$ cat config.mk
export PLATFORM = sky130hd
export DESIGN_NAME = led_irq_ctrl
export DESIGN_NICKNAME = d
export VERILOG_FILES = /design/src/rtl/led_irq_ctrl.sv
export SDC_FILE = /design/constraint.sdc
export NUM_CORES = 1
export LEC_CHECK = 0
export ABC_AREA = 1
export BUFFER_PORTS_ARGS = -buffer_cell sky130_fd_sc_hd__buf_2
export CORE_MARGIN = 2
export CORE_UTILIZATION = 45
export CTS_BUF_LIST = sky130_fd_sc_hd__clkbuf_4
export DETAILED_ROUTE_END_ITERATION = 8
export PLACE_DENSITY = 0.78
export SKIP_CTS_REPAIR_TIMING = 1
export SYNTH_ARGS = -nofsm -noshare
export SYNTH_HDL_FRONTEND = slang
export SYNTH_SLANG_ARGS = --single-unit
$ cat constraint.sdc
create_clock -name clk100 -period 1.3 [get_ports clk100]
set_input_delay 0.195 -clock clk100 [delete_from_list [all_inputs] [get_ports clk100]]
set_output_delay 0.195 -clock clk100 [all_outputs]
set_load 0.02 [all_outputs]
$ cat src/rtl/led_irq_ctrl.sv
// ---------------------------------------------------------------------------
// led_irq_ctrl
//
// Register-mapped control and interrupt front end for the LED blink counter.
//
// It drives the blink counter's divider value and reload strobe from a
// single-cycle register bus. It edge-detects the counter's stretched
// interrupt pulse and latches a pending flag with overrun detection. It
// counts interrupt events. It presents a masked, registered level
// interrupt to the GIC. That interrupt stays high until software clears
// PEND or clears IE.
//
// Ports
//   clk100      in   1      system clock, 100 MHz
//   rst         in   1      synchronous, active-high reset
//   irq_i       in   1      stretched interrupt pulse from the blink counter
//   div_o       out  DIV_W  divider value to the blink counter
//   wren_o      out  1      one-cycle reload strobe to the blink counter
//   reg_wr      in   1      register write strobe
//   reg_rd      in   1      register read strobe
//   reg_addr    in   4      byte address, word aligned ([1:0] ignored)
//   reg_wdata   in   32     write data
//   reg_rdata   out  32     read data (holds until the next read)
//   reg_rvalid  out  1      read data valid, one-cycle pulse per read
//   irq_o       out  1      level interrupt to the GIC
//
// Register map (reg_addr[3:2])
//   0x0 CTRL  bit0 IE, read/write
//   0x4 DIV   bits[DIV_W-1:0], read/write; every write pulses wren_o
//   0x8 STAT  bit0 PEND, bit1 OVR, write-one-to-clear
//   0xC CNT   event count, read-only; any write clears it
//   Unmapped bits read as 0.
// ---------------------------------------------------------------------------
module led_irq_ctrl #(
  parameter int DIV_W = 12,
  parameter int CNT_W = 32
) (
  input  logic             clk100,
  input  logic             rst,
  input  logic             irq_i,
  output logic [DIV_W-1:0] div_o,
  output logic             wren_o,
  input  logic             reg_wr,
  input  logic             reg_rd,
  input  logic [3:0]       reg_addr,
  input  logic [31:0]      reg_wdata,
  output logic [31:0]      reg_rdata,
  output logic             reg_rvalid,
  output logic             irq_o
);

  // -------------------------------------------------------------------------
  // Register bus semantics
  //
  // The bus has no ready signal and never stalls. Every reg_wr or reg_rd
  // strobe is accepted in the cycle it is sampled high.
  //
  // Write: the new value is visible in the cycle after the strobe.
  //
  // Read: reg_rvalid pulses for exactly one cycle, in the cycle after the
  // strobe. reg_rdata carries the register value from before any write in
  // the same cycle. reg_rdata keeps that value until the next read.
  //
  // Simultaneous read and write: reg_rd and reg_wr may be asserted in the
  // same cycle. Both take effect, and the read returns the old value.
  // -------------------------------------------------------------------------

  localparam logic [1:0] ADDR_CTRL = 2'd0;
  localparam logic [1:0] ADDR_DIV  = 2'd1;
  localparam logic [1:0] ADDR_STAT = 2'd2;
  localparam logic [1:0] ADDR_CNT  = 2'd3;

  // State registers
  logic             ie_q;
  logic             pend_q;
  logic             ovr_q;
  logic [CNT_W-1:0] cnt_q;
  logic [DIV_W-1:0] div_q;
  logic             irq_q;

  // Address bits [1:0] and write-data bits above the widest field carry
  // no information. They are gathered here so their lack of use is explicit.
  logic unused_ok;
  assign unused_ok = &{1'b0, reg_addr[1:0], reg_wdata[31:DIV_W]};

  // -------------------------------------------------------------------------
  // Write decode
  // -------------------------------------------------------------------------
  logic [1:0] word_sel;
  logic       wr_ctrl;
  logic       wr_div;
  logic       wr_stat;
  logic       wr_cnt;
  logic       clr_pend;
  logic       clr_ovr;

  assign word_sel = reg_addr[3:2];
  assign wr_ctrl  = reg_wr && (word_sel == ADDR_CTRL);
  assign wr_div   = reg_wr && (word_sel == ADDR_DIV);
  assign wr_stat  = reg_wr && (word_sel == ADDR_STAT);
  assign wr_cnt   = reg_wr && (word_sel == ADDR_CNT);
  assign clr_pend = wr_stat && reg_wdata[0];
  assign clr_ovr  = wr_stat && reg_wdata[1];

  // -------------------------------------------------------------------------
  // Rising-edge detect on the stretched pulse
  //
  // irq_q resets to 0. If irq_i is already high when reset is released,
  // that counts as one fresh event. A pulse held high for many cycles
  // produces a single edge.
  // -------------------------------------------------------------------------
  logic irq_edge;
  assign irq_edge = irq_i & ~irq_q;

  // -------------------------------------------------------------------------
  // Next-state logic for the status and counter registers
  // -------------------------------------------------------------------------
  logic             pend_d;
  logic             ovr_d;
  logic [CNT_W-1:0] cnt_d;

  always_comb begin
    pend_d = pend_q;
    ovr_d  = ovr_q;
    cnt_d  = cnt_q;

    // PEND: a new edge outranks a same-cycle clear. Otherwise the
    // interrupt raised in that cycle would be lost.
    if (irq_edge) begin
      pend_d = 1'b1;
    end else if (clr_pend) begin
      pend_d = 1'b0;
    end

    // OVR: an overrun compares against PEND from before any same-cycle
    // write. If an edge overruns, OVR is set, even when software clears
    // OVR in that cycle.
    if (irq_edge && pend_q) begin
      ovr_d = 1'b1;
    end else if (clr_ovr) begin
      ovr_d = 1'b0;
    end

    // CNT: a write clears the count. An edge in the same cycle is
    // counted on top of the cleared value, so the result is 1.
    // Increments wrap from all-ones to 0.
    if (wr_cnt && irq_edge) begin
      cnt_d = CNT_W'(1);
    end else if (wr_cnt) begin
      cnt_d = '0;
    end else if (irq_edge) begin
      cnt_d = cnt_q + CNT_W'(1);
    end
  end

  // -------------------------------------------------------------------------
  // Read mux: register values from before any same-cycle write
  // -------------------------------------------------------------------------
  logic [31:0] rd_mux;

  always_comb begin
    rd_mux = 32'd0;
    unique case (word_sel)
      ADDR_CTRL: rd_mux = {31'd0, ie_q};
      ADDR_DIV:  rd_mux = 32'(div_q);
      ADDR_STAT: rd_mux = {30'd0, ovr_q, pend_q};
      ADDR_CNT:  rd_mux = 32'(cnt_q);
      default:   rd_mux = 32'd0;
    endcase
  end

  // -------------------------------------------------------------------------
  // Control registers and the reload strobe to the blink counter
  //
  // wren_o accompanies every DIV write, even one that rewrites the current
  // value. Software uses that write to restart the blink counter.
  // -------------------------------------------------------------------------
  always_ff @(posedge clk100) begin
    if (rst) begin
      ie_q   <= 1'b0;
      div_q  <= '0;
      wren_o <= 1'b0;
    end else begin
      if (wr_ctrl) begin
        ie_q <= reg_wdata[0];
      end
      if (wr_div) begin
        div_q <= reg_wdata[DIV_W-1:0];
      end
      wren_o <= wr_div;
    end
  end

  assign div_o = div_q;

  // -------------------------------------------------------------------------
  // Interrupt status, event counter and registered GIC interrupt
  //
  // irq_o is registered from the current PEND and IE. Software therefore
  // sees irq_o respond two cycles after the event or register write that
  // caused the change.
  // -------------------------------------------------------------------------
  always_ff @(posedge clk100) begin
    if (rst) begin
      irq_q  <= 1'b0;
      pend_q <= 1'b0;
      ovr_q  <= 1'b0;
      cnt_q  <= '0;
      irq_o  <= 1'b0;
    end else begin
      irq_q  <= irq_i;
      pend_q <= pend_d;
      ovr_q  <= ovr_d;
      cnt_q  <= cnt_d;
      irq_o  <= pend_q & ie_q;
    end
  end

  // -------------------------------------------------------------------------
  // Read response
  // -------------------------------------------------------------------------
  always_ff @(posedge clk100) begin
    if (rst) begin
      reg_rdata  <= 32'd0;
      reg_rvalid <= 1'b0;
    end else begin
      reg_rvalid <= reg_rd;
      if (reg_rd) begin
        reg_rdata <= rd_mux;
      end
    end
  end

endmodule

== After elaboration in Yosys (flattened, before gate mapping) ==
Index checks and enable logic that the tools add are counted.

* Multiplexer cells: 8
* Equal/unequal tests: 3
* Reductions and logical operators: 13
* Bitwise logic cells: 3
* Add/subtract/negate cells: 1

{| class="wikitable"
|+ Operators by type and width
! cell !! count
|-
| 32-bit one-hot mux with 4 select lines || 1
|-
| 32-bit by 1-bit adder with 32-bit output (second input constant) || 1
|-
| 1-bit logical AND || 8
|-
| 1-bit 2-to-1 mux || 7
|-
| 2-bit == test (second input constant) || 2
|-
| 2-bit nonzero test || 2
|-
| 3-bit nonzero test || 1
|-
| 3-bit OR reduction || 1
|-
| 1-bit bitwise AND || 2
|-
| 2-bit by 1-bit == test with 1-bit output (second input constant) || 1
|-
| 2-bit zero test || 1
|-
| 1-bit inverter || 1
|}

* Word-level logic and storage cells: 39
* Bits in registers: 83
* Input port bits: 41
* Output and inout bits: 47

== Longest topological paths before layout ==
Gate-level depths: netlist of run 1.

* Depth after elaboration: 5
* Gate-level depth with buffers: 9
* Mapped depth without buffers: 9

== Worst setup path after synthesis of run 1 ==
OpenSTA, ideal clock, no wires.

* Kind: reg2reg
* From: reg cnt_q[1]
* To: reg cnt_q[12]
* Cell stages (with the launch flop): 8
* Setup slack: -83 ps
* Library setup time: 117 ps
* Required time: 1,183 ps
* Period minus slack after synthesis: 1,383 ps
* Data arrival time: 1,266 ps
* Buffers on the path: 0
* Cell sequence: dfxtp_1 > ha_1 > inv_1 > nor2_2 > nand3_4 > nor2_4 > xor2_1 > nor2_1

* Word-level cells in the longest chain between the ends: 1

{| class="wikitable"
|+ Ends and longest elaborated chain
! element !! line !! source
|-
| start, declared || 77 || <nowiki>logic [CNT_W-1:0] cnt_q;</nowiki>
|-
| start signal, assigned || 214 || <nowiki>cnt_q <= cnt_d;</nowiki>
|-
| 32-bit by 1-bit adder with 32-bit output || 152 || <nowiki>cnt_d = cnt_q + CNT_W'(1);</nowiki>
|}

Every way passes these cells.
A chain may end at the register's enable or synchronous reset.

== Worst setup path after layout of run 1 ==
* From: reg cnt_q[0]
* To: reg cnt_q[26]

Same word-level chain as after synthesis.

==> results of run 1 <==
-- worst paths after layout --
kind                            slack (ps)        end     start  cells past startpoint
worst min-delay path                    20   cnt_q[0]       rst                      2
worst max register to register        -120  cnt_q[26]  cnt_q[0]                      9
worst max-delay path                  -120  cnt_q[26]  cnt_q[0]                      9
worst min register to register         480      irq_o      ie_q                      2
-- worst reg2reg max path, cell delays in order (launching register included) --
cell,delay (ps)
dfxtp_4,390
ha_4,140
inv_2,40
nor2_4,150
nand3_4,130
nor2_4,210
nand3_2,90
nand2_1,70
inv_1,40
nor2_1,90
-- metrics by stage --
stage,TNS (ps),utilization,power (mW)
after detailed placement,-1500,0.552,3.26
after global routing,-3060,0.590,4.70
after CTS,-2020,0.565,4.55
final,-936,0.590,4.51
after floorplan,0,-,3.05
after global placement,-553,0.552,3.24
-- logic make-up after synthesis --
logic type / after synthesis
buffers and inverters: 131
AND/OR/NAND/NOR: 188
AO/OA/AOI/OAI: 129
adder cells (fa/ha/maj): 1
flip-flops: 83
XOR/XNOR: 2
-- power groups by stage --
stage | clock network [mW] | logic [mW] | registers (mW)
3_3_place_gp | 0 | 0.513 | 2.73
3_5_place_dp | 0 | 0.523 | 2.73
2_1_floorplan | 0 | 0.230 | 2.82
4_1_cts | 1.34 | 0.527 | 2.68
5_1_grt | 1.43 | 0.588 | 2.68
6_report | 1.31 | 0.531 | 2.67
-- cells in the final DEF, fill, tap and decap left out, drive strengths merged --
cell / n
a22oi: 1
o22ai: 1
clkbuf: 9
nor3: 2
xor2: 2
nand2: 83
nand3b: 1
ha: 1
a31oi: 1
o21ai: 58
nand3: 31
inv: 110
clkinvlp: 2
a311oi: 1
o211ai: 21
nand4: 12
nor2: 61
clkinv: 3
buf: 112
dfxtp: 83
a21o: 1
o221ai: 10
dlygate4sd3: 1
a21oi: 35
-- registers in the layout, indices dropped and copies added, names as in the netlist --
register	count
cnt_q	32
reg_rdata	32
div_o	12
ie_q	1
irq_o	1
irq_q	1
ovr_q	1
pend_q	1
reg_rvalid	1
wren_o	1
-- metal layers --
layer	vias up	wire length, um	track usage
met3	12	443	0.0439
met1	1802	4120	0.232
li1	1945	-	-
met2	99	4910	0.393
met5	-	0	0
met4	0	139	0.0667
-- layout make-up --
type / count / area [um2]
multi-input cells: 322 / 1760
clock buffers: 9 / 67.6
clock inverters: 6 / 42.5
fillers: 743 / 3370
well taps: 105 / 131
inverters: 109 / 409
repair buffers: 113 / 742
flip-flops and latches: 83 / 1690
==> results.toml, run 1 <==
[pwr]
ir_worst_vdd_mv = 0.539
power.leakage_nw = 2.20
switching_share = 0.291
power_density_mw_per_mm2 = 932
clkPwrFrac = 0.291
p_switching_mw = 1.31
combPwrFrac = 0.118
p_int_mw = 3.20
power_frac_seq = 0.592

[final_layout]
final_nets = 680
drive_above_1_share = 0.290
fin_area_mm2 = 0.00484
n_antenna_cell = 0
layoutNonFillerInstCount = 747
area_growth_pct = 27.5

[logic_synthesis]
synthCells = 534
yosysMostFrequentCell = "inv_1"
syn_area_per_cell_um2 = 7.11
synth_xor_area_frac = 0.00461
async_reset_ff_frac = 0
ys.warnings.count = 0
synth_simple_gate_area_frac = 0.224
yosys.area_share.adder = 0.00329
synth_top_family_by_area = "simple AND/OR/NAND/NOR gates"
ys_types = 28
yosysSeqAreaShare = 0.437
synth_top_cell_by_area = "dfxtp_1"
ys_seq_elements = 83
synth_common_cells = "inv_1 (109), dfxtp_1 (83), nand2_1 (79), o21ai_0 (54), nor2_1 (52)"
synth_compound_area_frac = 0.197
syn_area_mm2 = 0.00380
synth_edf_count = 0
synth_ff_type = "dfxtp_1"
yosys-top-cells-area = "dfxtp_1 (44%), inv_1 (11%), nand2_1 (7.8%)"
synth_top_area_frac = 0.437
muxShareOfSynthArea = 0
syn_nets = 576

[sta]
min_period_ps = 1420
setup_viol = 16
rsz0062_at_grt = "yes"
skew_ps = 16.0
setup_ws_ps = -115
hold_viol_final = 0
slew_violations = 0
hold_slack_ps = 16.5
tightest_slew_ps = 497
slew_headroom = 0.668
period_share = 1.09
fmax_mhz = 707

[grt]
grt_use_total = 0.209
grt_pass1_vias = 3644
grt_pass1_wl_um = 15200
grt_max_degree = 47
antenna_found_initial = 0
grt_overflow = 0

[worst_setup_path]
critical_path_arrival_ps = 1790
critPathKind = "flop to flop"
worst-path-buf-inv = 2
cpMaxStageDelayCell = "dfxtp_4"
cp_cell_sequence = "ha_4 -> inv_2 -> nor2_4 -> nand3_4 -> nor2_4 -> nand3_2 -> nand2_1 -> inv_1 -> nor2_1"
critPathMaxFanout = 7
max_stage_delay_ps = 390
startpoint_type = "flop"
cpMostUsedCell = "nor2_4"
critPathTopFamily = "simple AND/OR/NAND/NOR gates"
worst_setup_path_end_kind = "flop"
critical_path_required_ps = 1680

[placed_design]
hpwl_um = 6710
portBuffers = 65
pre_cts_ws_ps = -125
gp_congestion = 0.842
place_area_mm2 = 0.00453
numPlacedInstances = 723

[floorplanning]
initial_core_util = 0.462
die_area_mm2 = 0.00919
dieHeight_um = 95.9
boundaryPins = 88
num_rows = 33
fp.dieW_um = 95.9
coreArea_mm2 = 0.00822

[routing]
vias_per_cell = 5.16
drc = 0
avgRoutedWirePerCell_um = 12.9
drtPass1Iterations = 5
dr_total_vias = 3858
drt_iter0_drc = 171
routed_wl_um = 9610
antenna_left = 0

[clock_network]
h-tree-depth = 3
cts.sinks = 83
cts_made_buffers = 9
cts.reportedPaths.clkPinSlew_ps = 130
clk_latency_ps = 440
cts_tree = "done"
cts-root-buf = "clkbuf_4"
cts_buffer_depth = 2

[status]
violations = "setup timing"
status = "finished, violations left"

[job]
max_cap_violations = 0

[hold_path]
hold_path.class = "primary input to flop"
Note: power is estimated with default switching activity, not from simulation.
==> inputs of run 2 (changes only) <==
CORE_UTILIZATION = 50   (was 45)
PLACE_DENSITY = 0.85   (was 0.78)
==> run 2 against run 1 <==
Against the previous run: the flow still finishes with violations (setup timing); register-to-register slack about the same; setup slack improved by 1.7 ps; routed wire length grew 4.2%; final area up 1.1%; count of clock-buffer cells in the layout did not move; critical path type unchanged; largest cell class unchanged.
==> results.toml, run 2 (synthesis gave the netlist of run 1 again) <==
[status]
status = "finished, violations left"
violations = "setup timing"

[pwr]
power.leakage_nw = 2.21
clkPwrFrac = 0.331
power_density_mw_per_mm2 = 979
report.power.total_mw = 4.79
power_frac_seq = 0.558
p_int_mw = 3.43
combPwrFrac = 0.111
p_switching_mw = 1.37
switching_share = 0.285
ir_worst_vdd_mv = 0.733

[sta]
setup_viol = 16
hold_viol_final = 0
rsz0062_at_grt = "yes"
slew_violations = 0
fmax_mhz = 707
slew_headroom = 0.686
period_share = 1.09
min_period_ps = 1410
setup_ws_ps = -113
skew_ps = 19.4
tightest_slew_ps = 471
hold_slack_ps = 13.1

[worst_setup_path]
critical_path_arrival_ps = 1790
worstReg2RegEnd = "cnt_q[20]"
worst_setup_path_end_kind = "flop"
reg2reg_depth = 7
startpoint = "cnt_q[11]"
timing.rr.start = "cnt_q[11]"
critPathKind = "flop to flop"
critPathMaxFanout = 4
r2r_slack_ps = -110
startpoint_type = "flop"
critical_path_required_ps = 1680

[routing]
antenna_left = 0
dr_total_vias = 3915
avgRoutedWirePerCell_um = 13.5
drtPass1Iterations = 5
routed_wl_um = 10000
drt_iter0_drc = 319
drc = 0
vias_per_cell = 5.26

[floorplanning]
initial_core_util = 0.521
die_area_mm2 = 0.00831
coreArea_mm2 = 0.00729
dieHeight_um = 91.2
fp.dieW_um = 91.2
boundaryPins = 88
num_rows = 31

[hold_path]
min_to = "div_o[3]"
hold_depth = 3
hold_path.class = "primary input to flop"
holdCritStartpoint = "reg_wdata[3]"

[grt]
grt_overflow = 0
grt_pass1_vias = 3665
antenna_found_initial = 0
grt_use_total = 0.228
grt_pass1_wl_um = 15700
grt_max_degree = 66

[clock_network]
cts.reportedPaths.clkPinSlew_ps = 150
cts_buffer_depth = 2
cts_tree = "done"
clk_latency_ps = 440
cts_made_buffers = 9
cts.sinks = 83
h-tree-depth = 3
cts-root-buf = "clkbuf_4"

[final_layout]
final_cell_mix = "inv_1 (105), nand2_1 (70), dfxtp_1 (68)"
multi_input_area_mm2 = 0.00179
n_antenna_cell = 0
final_nets = 682
layout_commonest_cell = "inv_1"
regArea_mm2 = 0.00169
fin_area_mm2 = 0.00490
drive_above_1_share = 0.296
area_growth_pct = 28.9
fill_cells = 581

[placed_design]
portBuffers = 65
gp_congestion = 0.884
hpwl_um = 6690
place_area_mm2 = 0.00452

[job]
max_cap_violations = 0
## run 2: layout make-up
| type | count | share of cell area |
|---|---|---|
| flip-flops and latches | 83 | 0.345 |
| multi-input cells | 322 | 0.365 |
| clock buffers | 9 | 0.0138 |
| well taps | 99 | 0.0253 |
| repair buffers | 115 | 0.151 |
| clock inverters | 7 | 0.0169 |
| inverters | 109 | 0.0835 |
## run 2: worst max path at each step
| stage | end |
|---|---|
| global route | cnt_q[12] |
| global placement | cnt_q[28] |
| floorplan | cnt_q[28] |
| detailed placement | cnt_q[29] |
| CTS | cnt_q[29] |
| finish | cnt_q[20] |
## run 2: metal layers
| metal | track usage | part of all wire | wire (um) |
|---|---|---|---|
| met5 | 0 | 0 | 0 |
| met4 | 0.0972 | 0.021 | 213 |
| met1 | 0.266 | 0.42 | 4220 |
| met2 | 0.404 | 0.52 | 5190 |
| met3 | 0.0465 | 0.040 | 398 |
## run 2: per-stage QoR
step | instances | setup TNS, ps | util | setup slack, ps
floorplan | 534 | 0 | - | 17.8
global placement | 720 | -377 | 0.620 | -56.2
detailed placement | 720 | -1440 | 0.620 | -114
CTS | 736 | -1980 | 0.641 | -148
global route | 744 | -3080 | 0.672 | -205
finish | 744 | -699 | 0.672 | -113
## run 2: critical path, cell delays in order, from the launching register on
cell and delay [ps]:
dfxtp_2 360, buf_4 130, nand2_1 70, nor2_2 160
inv_1 130, nor2_2 260, nand3_1 110, a21oi_1 150
## run 2: power groups by stage
stage	Combinational, mW	Clock (mW)	Sequential (mW)
after global placement	0.498	0	2.73
final	0.532	1.59	2.67
after CTS	0.517	1.61	2.68
after global routing	0.583	1.71	2.68
after floorplan	0.230	0	2.82
after detailed placement	0.511	0	2.73
